[src/rtl/cam_pkg.sv]
// rtl/cam_pkg.sv - camera frame geometry, scale encodings and per-scale display region limits
package cam_pkg;

  localparam int CAM_SRC_W = 240;
  localparam int CAM_SRC_H = 320;

  typedef enum logic [1:0] {
    SCALE_1X   = 2'b00,
    SCALE_2X   = 2'b01,
    SCALE_8_3X = 2'b10,
    SCALE_OFF  = 2'b11
  } scale_e;

  // Display-space extent covered by the scaled image; shared with the gating stage
  localparam logic [10:0] LIM_1X_H  = 11'd240;
  localparam logic [9:0]  LIM_1X_V  = 10'd320;
  localparam logic [10:0] LIM_2X_H  = 11'd480;
  localparam logic [9:0]  LIM_2X_V  = 10'd640;
  localparam logic [10:0] LIM_83X_H = 11'd640;
  localparam logic [9:0]  LIM_83X_V = 10'd853;

  typedef struct packed {
    logic [1:0]  scale;
    logic        blank;
    logic        vsync;
    logic        hsync;
    logic [9:0]  vcount;
    logic [10:0] hcount;
  } sideband_t;

  function automatic logic region_hit(input logic [1:0] scale, input logic [10:0] h,
                                      input logic [9:0] v);
    logic hit;
    case (scale)
      SCALE_1X:   hit = (h < LIM_1X_H) && (v < LIM_1X_V);
      SCALE_2X:   hit = (h < LIM_2X_H) && (v < LIM_2X_V);
      SCALE_8_3X: hit = (h < LIM_83X_H) && (v < LIM_83X_V);
      default:    hit = 1'b0;
    endcase
    return hit;
  endfunction

endpackage

[src/rtl/sideband_delay.sv]
// rtl/sideband_delay.sv - fixed-depth shift register with asynchronous active-low clear
module sideband_delay #(
  parameter int DEPTH = 4,
  parameter int WIDTH = 1
) (
  input  logic             clk_in,
  input  logic             rst_n_in,
  input  logic [WIDTH-1:0] data_in,
  output logic [WIDTH-1:0] data_out
);

  logic [WIDTH-1:0] stage_q [DEPTH];

  always_ff @(posedge clk_in or negedge rst_n_in) begin
    if (!rst_n_in) begin
      for (int i = 0; i < DEPTH; i++) stage_q[i] <= '0;
    end else begin
      stage_q[0] <= data_in;
      for (int i = 1; i < DEPTH; i++) stage_q[i] <= stage_q[i-1];
    end
  end

  assign data_out = stage_q[DEPTH-1];

endmodule

[src/rtl/frame_addr_gen.sv]
// rtl/frame_addr_gen.sv - maps raster position to camera frame buffer address, delays sideband to BRAM data
module frame_addr_gen
  import cam_pkg::*;
#(
  parameter int SRC_W        = CAM_SRC_W,
  parameter int SRC_H        = CAM_SRC_H,
  parameter int ADDR_W       = 17,
  parameter int BRAM_LATENCY = 2
) (
  input  logic              clk_in,
  input  logic              rst_n_in,
  input  logic [1:0]        scale_in,
  input  logic [10:0]       hcount_in,
  input  logic [9:0]        vcount_in,
  input  logic              hsync_in,
  input  logic              vsync_in,
  input  logic              blank_in,
  output logic [ADDR_W-1:0] addr_out,
  output logic              in_region_out,
  output logic [10:0]       hcount_out,
  output logic [9:0]        vcount_out,
  output logic              hsync_out,
  output logic              vsync_out,
  output logic              blank_out,
  output logic [1:0]        scale_out
);

  localparam int SX_W = $clog2(SRC_W);
  localparam int SY_W = $clog2(SRC_H);
  localparam logic [ADDR_W-1:0] ROW_STRIDE = ADDR_W'(SRC_W);

  logic            frame_start;
  logic [1:0]      scale_active;
  logic [1:0]      scale_eff;
  logic [12:0]     h3;
  logic [12:0]     v3;
  logic            hit;
  logic [SX_W-1:0] sx_nxt, sx_q;
  logic [SY_W-1:0] sy_nxt, sy_q;
  logic            region_q;
  sideband_t       sb_in, sb_out;

  // A scale change presented on the frame-start pixel takes effect on that very pixel
  assign frame_start = (hcount_in == 11'd0) && (vcount_in == 10'd0);
  assign scale_eff   = frame_start ? scale_in : scale_active;

  always_ff @(posedge clk_in or negedge rst_n_in) begin
    if (!rst_n_in) begin
      scale_active <= SCALE_1X;
    end else if (frame_start) begin
      scale_active <= scale_in;
    end
  end

  assign h3 = 13'(hcount_in) + 13'({hcount_in, 1'b0});
  assign v3 = 13'(vcount_in) + 13'({vcount_in, 1'b0});

  always_comb begin
    sx_nxt = '0;
    sy_nxt = '0;
    hit    = region_hit(scale_eff, hcount_in, vcount_in);
    if (hit) begin
      case (scale_eff)
        SCALE_1X: begin
          sx_nxt = SX_W'(hcount_in);
          sy_nxt = SY_W'(vcount_in);
        end
        SCALE_2X: begin
          sx_nxt = SX_W'(hcount_in >> 1);
          sy_nxt = SY_W'(vcount_in >> 1);
        end
        SCALE_8_3X: begin
          sx_nxt = SX_W'(h3 >> 3);
          sy_nxt = SY_W'(v3 >> 3);
        end
        default: begin
          sx_nxt = '0;
          sy_nxt = '0;
        end
      endcase
    end
  end

  always_ff @(posedge clk_in or negedge rst_n_in) begin
    if (!rst_n_in) begin
      sx_q     <= '0;
      sy_q     <= '0;
      region_q <= 1'b0;
    end else begin
      sx_q     <= sx_nxt;
      sy_q     <= sy_nxt;
      region_q <= hit;
    end
  end

  always_ff @(posedge clk_in or negedge rst_n_in) begin
    if (!rst_n_in) begin
      addr_out      <= '0;
      in_region_out <= 1'b0;
    end else begin
      addr_out      <= ADDR_W'(sy_q) * ROW_STRIDE + ADDR_W'(sx_q);
      in_region_out <= region_q;
    end
  end

  always_comb begin
    sb_in        = '0;
    sb_in.scale  = scale_eff;
    sb_in.blank  = blank_in;
    sb_in.vsync  = vsync_in;
    sb_in.hsync  = hsync_in;
    sb_in.vcount = vcount_in;
    sb_in.hcount = hcount_in;
  end

  // Two address stages plus the BRAM read latency
  sideband_delay #(
    .DEPTH(2 + BRAM_LATENCY),
    .WIDTH($bits(sideband_t))
  ) u_sideband_delay (
    .clk_in  (clk_in),
    .rst_n_in(rst_n_in),
    .data_in (sb_in),
    .data_out(sb_out)
  );

  assign hcount_out = sb_out.hcount;
  assign vcount_out = sb_out.vcount;
  assign hsync_out  = sb_out.hsync;
  assign vsync_out  = sb_out.vsync;
  assign blank_out  = sb_out.blank;
  assign scale_out  = sb_out.scale;

endmodule

[config.mk]
export PLATFORM = sky130hd
export DESIGN_NAME = frame_addr_gen
export DESIGN_NICKNAME = d
export VERILOG_FILES = /design/src/rtl/cam_pkg.sv /design/src/rtl/sideband_delay.sv /design/src/rtl/frame_addr_gen.sv
export SDC_FILE = /design/constraint.sdc
export NUM_CORES = 1
export LEC_CHECK = 0
export CORE_MARGIN = 2
export CORE_UTILIZATION = 45
export DETAILED_ROUTE_END_ITERATION = 10
export PLACE_DENSITY = 0.66
export SLEW_MARGIN = 20
export SYNTH_ARGS = -nofsm -noshare
export SYNTH_HDL_FRONTEND = slang
export SYNTH_SLANG_ARGS = --single-unit
[constraint.sdc]
create_clock -name clk_in -period 3.95 [get_ports clk_in]
set_input_delay 0.5925 -clock clk_in [delete_from_list [all_inputs] [get_ports clk_in]]
set_output_delay 0.5925 -clock clk_in [all_outputs]
set_load 0.03 [all_outputs]
## Yosys cells after proc, flatten, opt, wreduce, memory -nomap -nowiden

Index checks and enable logic that the tools add are counted.
Widths: inputs -> output; s select.

| storage, ports and cells | value |
|---|---|
| bits in registers | 142 |
| word-level logic and storage cells | 35 |
| output and inout bits | 44 |
| bits of input ports | 28 |

| operators by class | value |
|---|---|
| muxes and demuxes | 6 |
| order comparisons | 6 |
| reduce and logical (&&, ||, !) cells | 7 |
| multipliers | 1 |
| add/sub/neg operators | 3 |
| equal/unequal tests | 2 |

Operator list:

| kind | count |
|---|---|
| $pmux 9 s3 | 1 |
| $pmux 8 s3 | 1 |
| $lt 10x10->1 const B | 2 |
| $add 17x8->17 | 1 |
| $mul 9x4->13 const B | 1 |
| $add 10x11->12 | 1 |
| $add 11x11->11 | 1 |
| $logic_not 11->1 | 1 |
| $lt 11x10->1 const B | 1 |
| $lt 11x8->1 const B | 1 |
| $lt 11x9->1 const B | 1 |
| $logic_not 10->1 | 1 |
| $lt 10x9->1 const B | 1 |
| $mux 9 | 1 |
| $mux 8 | 1 |
| $logic_and 1x1->1 | 4 |
| $pmux 1 s3 | 1 |
| $eq 2x1->1 const B | 1 |
| $eq 2x2->1 const B | 1 |
| $logic_not 2->1 | 1 |
| $mux 2 | 1 |

## Longest topological paths before layout

| logic depth | value |
|---|---|
| word-level depth | 6 |
| depth in mapped cells | 12 |
| depth with buffers taken out | 12 |

## Modules after synthesis

Synthesis repeated with hierarchy kept, for this count alone.

| unflattened totals | value |
|---|---|
| cells, all modules | 527 |
| area, all modules | 6518.8 µm² |

By module, submodules not included:

| module | seq. area each (µm²) | instances | area each (µm²) | cells each |
|---|---|---|---|---|
| frame_addr_gen | 950.9 | 1 | 3721.1 | 397 |
| sideband_delay | 2602.5 | 1 | 2797.7 | 130 |

## Least setup slack after synthesis

OpenSTA, ideal clock, no wires.

| timing | value |
|---|---|
| kind | register -> register |
| from | register sy_q[3] |
| to | register addr_out[16] |
| library setup time | 0.080 ns |
| buffers on the path | 0 |
| cell stages (with the launch flop) | 13 |
| slack | 0.422 ns |
| arrival time | 3.448 ns |
| clock period less this slack | 3.528 ns |
| data required time | 3.870 ns |
| cells stage by stage | dfrtp_1 > inv_1 > fa_1 > fa_1 > inv_1 > ha_1 > nor2b_1 > o31a_1 > a2111oi_0 > nand3b_1 > or2_0 > nor3_1 > xnor2_1 |

| between the ends | value |
|---|---|
| longest elaborated chain between the ends | 2 |

RTL lines:

| item | line | source |
|---|---|---|
| from (decl) | frame_addr_gen.sv:39 | `logic [SY_W-1:0] sy_nxt, sy_q;` |
| from (signal assigned) | frame_addr_gen.sv:91 | `sy_q <= sy_nxt;` |
| $mul 9x4->13 | frame_addr_gen.sv:101 | `addr_out <= ADDR_W'(sy_q) * ROW_STRIDE + ADDR_W'(sx_q);` |
| $add 17x8->17 | frame_addr_gen.sv:101 |  |
| to (signal assigned) | frame_addr_gen.sv:101 |  |
| to (decl) | frame_addr_gen.sv:18 | `output logic [ADDR_W-1:0] addr_out,` |

No other way between the ends.

## Worst setup path in the final report

Same ends and word-level chain as after synthesis.

==> impl_metrics.toml <==
[placed_design]
place.port_buffers = 71
hpwl_um = 8450
dp_cells = 738
gp_congestion = 0.906

[timing]
hold_slack_ns = 0.315
timing.final.crit_share = 0.945
max_freq_mhz = 268
fin_setup_tns_ns = 0
fin_crit_ns = 3.73
tightest_slew_ns = 0.900
slew_violations = 0
rsz0062_at_grt = "false"
hold_violations = 0
setup_viol_count_final = 0
fin_skew_ns = 0.0101
relSlewSlack = 0.400

[setup_path]
cp-start-kind = "register"
path_class = "register to register"
r2r_start = "sy_q[3]"
worstPathRequired_ns = 4.29
arrival_ns = 4.08
path_max_fanout = 5
timing.rr.end = "addr_out[16]"
rrSetupSlack_ns = 0.22
rr_worst_depth = 12
endpoint_kind = "register"

[synth]
synth_nets = 596
yosysMostFrequentCell = "dfrtp_1"
synth_common_cells = "dfrtp_1 (140), inv_1 (56), ha_1 (55), a21oi_1 (29), buf_4 (25)"
async_reset_ff_frac = 1.00
synth_cell_type_count = 55
ys_seq_elements = 140
netlist.area_leader.share = 0.560
syn-cell-area_um2 = 6250
yosysTopAreaCell = "dfrtp_1"
yosys-top-cells-area = "dfrtp_1 (56%), ha_1 (11%), fa_1 (5.1%), inv_1 (3.4%), buf_4 (3.0%)"
syn_inst = 497
yosys_warnings = 0
ys.flop_type = "dfrtp_1"
syn_area_per_cell_um2 = 12.6
synth_edf_count = 0
yosysSeqAreaShare = 0.560

[die]
die-area_um2 = 14900
start_util = 0.456
die_h_um = 122
fp-row-count = 43
coreArea_um2 = 13700
io_pins = 72
die_x_um = 122

[route]
postRouteAntennaNets = 0
drtIter0Drc = 216
routed_wl_um = 11400
drc_errors = 0
vias = 3826
drt-vias-per-instance = 4.97
wl_per_cell_um = 14.8
firstDrtPassIters = 5

[global_route]
grt_pass1_vias = 3912
grt_antenna_before_repair = 0
overflow = 0
grt_start_max_net_pins = 121
grt_first_pass_wirelength_um = 19200
grt_usage = 0.170

[cts]
cts_resized = 0
h-tree-depth = 4
clk_latency_ns = 0.42
cts_hold_buf = 0
cts_inserted_buffers = 17
clk_pin_slew_ns = 0.06
post-cts-setup-buffer-count = 0
cts_sinks = 140
clock-root-buffer = "clkbuf_16"
tritoncts = "built"
clock_path_buffers = 2

[outcome]
status = "finished, final reports clean"

[final_layout]
finalNonFillerCells = 770
diodes = 0
fillers = 1092
syn2layout_area_growth_pct = 23.3
drive_above_1_share = 0.107
nets = 676

[hold_path]
min_path_type = "primary input to async pin"

[power]
ir_drop_mv = 0.320
p_per_area_nw_per_um2 = 438
leakagePower_nw = 3.66
total_power_mw = 3.38

[flow_run]
cap_violations = 0
-- routing by layer --
metal	part of all wire	vias up	GRT usage
met2	0.48	134	0.260
met3	0.059	32	0.0506
li1	-	1806	-
met1	0.43	1854	0.220
met4	0.035	0	0.0876
met5	0	-	0
-- per-stage QoR --
stage	cell area, µm²	util	setup slack, ns
after CTS	7700	0.562	0.104
after detailed placement	7120	0.519	0.129
after floorplan	6250	-	0.422
final	7710	0.562	0.218
after global routing	7710	0.562	0.0489
after global placement	7120	0.519	0.124
-- critical path, stage by stage (launching register included) --
cell and delay (ns):
dfrtp_1 0.37, inv_1 0.20, fa_1 0.48, fa_1 0.51, inv_1 0.04, ha_1 0.34, nor2b_1 0.17, o31a_1 0.31
or4_1 0.42, o311a_1 0.18, or2_0 0.25, nor3_1 0.23, xnor2_1 0.15
-- layout by cell type, fill, tap and decap left out, types with 3 or more instances in the layout --
cell type,count
inv_6,4
clkbuf_16,17
buf_4,18
ha_1,55
a21oi_1,29
nor2b_1,4
o21ai_0,12
nand3_1,6
a31oi_1,3
clkbuf_1,3
nor2_1,23
o21a_1,5
a22oi_1,11
mux2i_1,3
clkdlybuf4s50_1,70
inv_1,56
clkinvlp_4,3
nand2_1,17
nor3_1,5
a211oi_1,3
dfrtp_1,140
fa_1,16
inv_2,3
a21o_1,8
xnor2_1,18
xor2_1,11
-- worst max path at each step --
| stage | to | slack (ns) | start |
|---|---|---|---|
| floorplan | addr_out[16] | 0.42 | sy_q[3] |
| global placement | addr_out[16] | 0.12 | sy_q[3] |
| detailed placement | addr_out[16] | 0.13 | sy_q[3] |
| CTS | addr_out[16] | 0.10 | sy_q[3] |
| global route | addr_out[16] | 0.05 | sy_q[3] |
| finish | addr_out[16] | 0.22 | sy_q[3] |
-- flip-flops by register name, summed over array words and instances, names as in the netlist --
name and flops:
sy_q 9, u_sideband_delay.stage_q 77, region_q 1, u_sideband_delay.data_out 26, addr_out 17, sx_q 8
in_region_out 1, scale_active 1
-- cell families after synthesis --
family	Yosys count	synth area share
flops	140	0.560
compound gates	94	0.102
buf+inv	87	0.0686
simple gates	72	0.0602
fa+ha+maj	71	0.161
xor+xnor	29	0.0406
mux	4	0.00660
-- final cells by class --
cell class,instances,area (µm²),share of cell area
sequential,140,3500,0.454
multi-input combinational,270,2330,0.302
timing repair buffer,89,850,0.110
clock buffer,21,450,0.0584
tap,180,225,0.0292
inverter,59,221,0.0287
clock inverter,11,135,0.0175
-- power by group --
| part | leakage, nW | internal (mW) | switching (mW) |
|---|---|---|---|
| Clock | 0.275 | 0.955 | 0.584 |
| Combinational | 1.66 | 0.136 | 0.192 |
| Sequential | 1.73 | 1.49 | 0.0162 |
| Total | 3.66 | 2.59 | 0.792 |
Note: power is estimated with default switching activity, not from simulation.
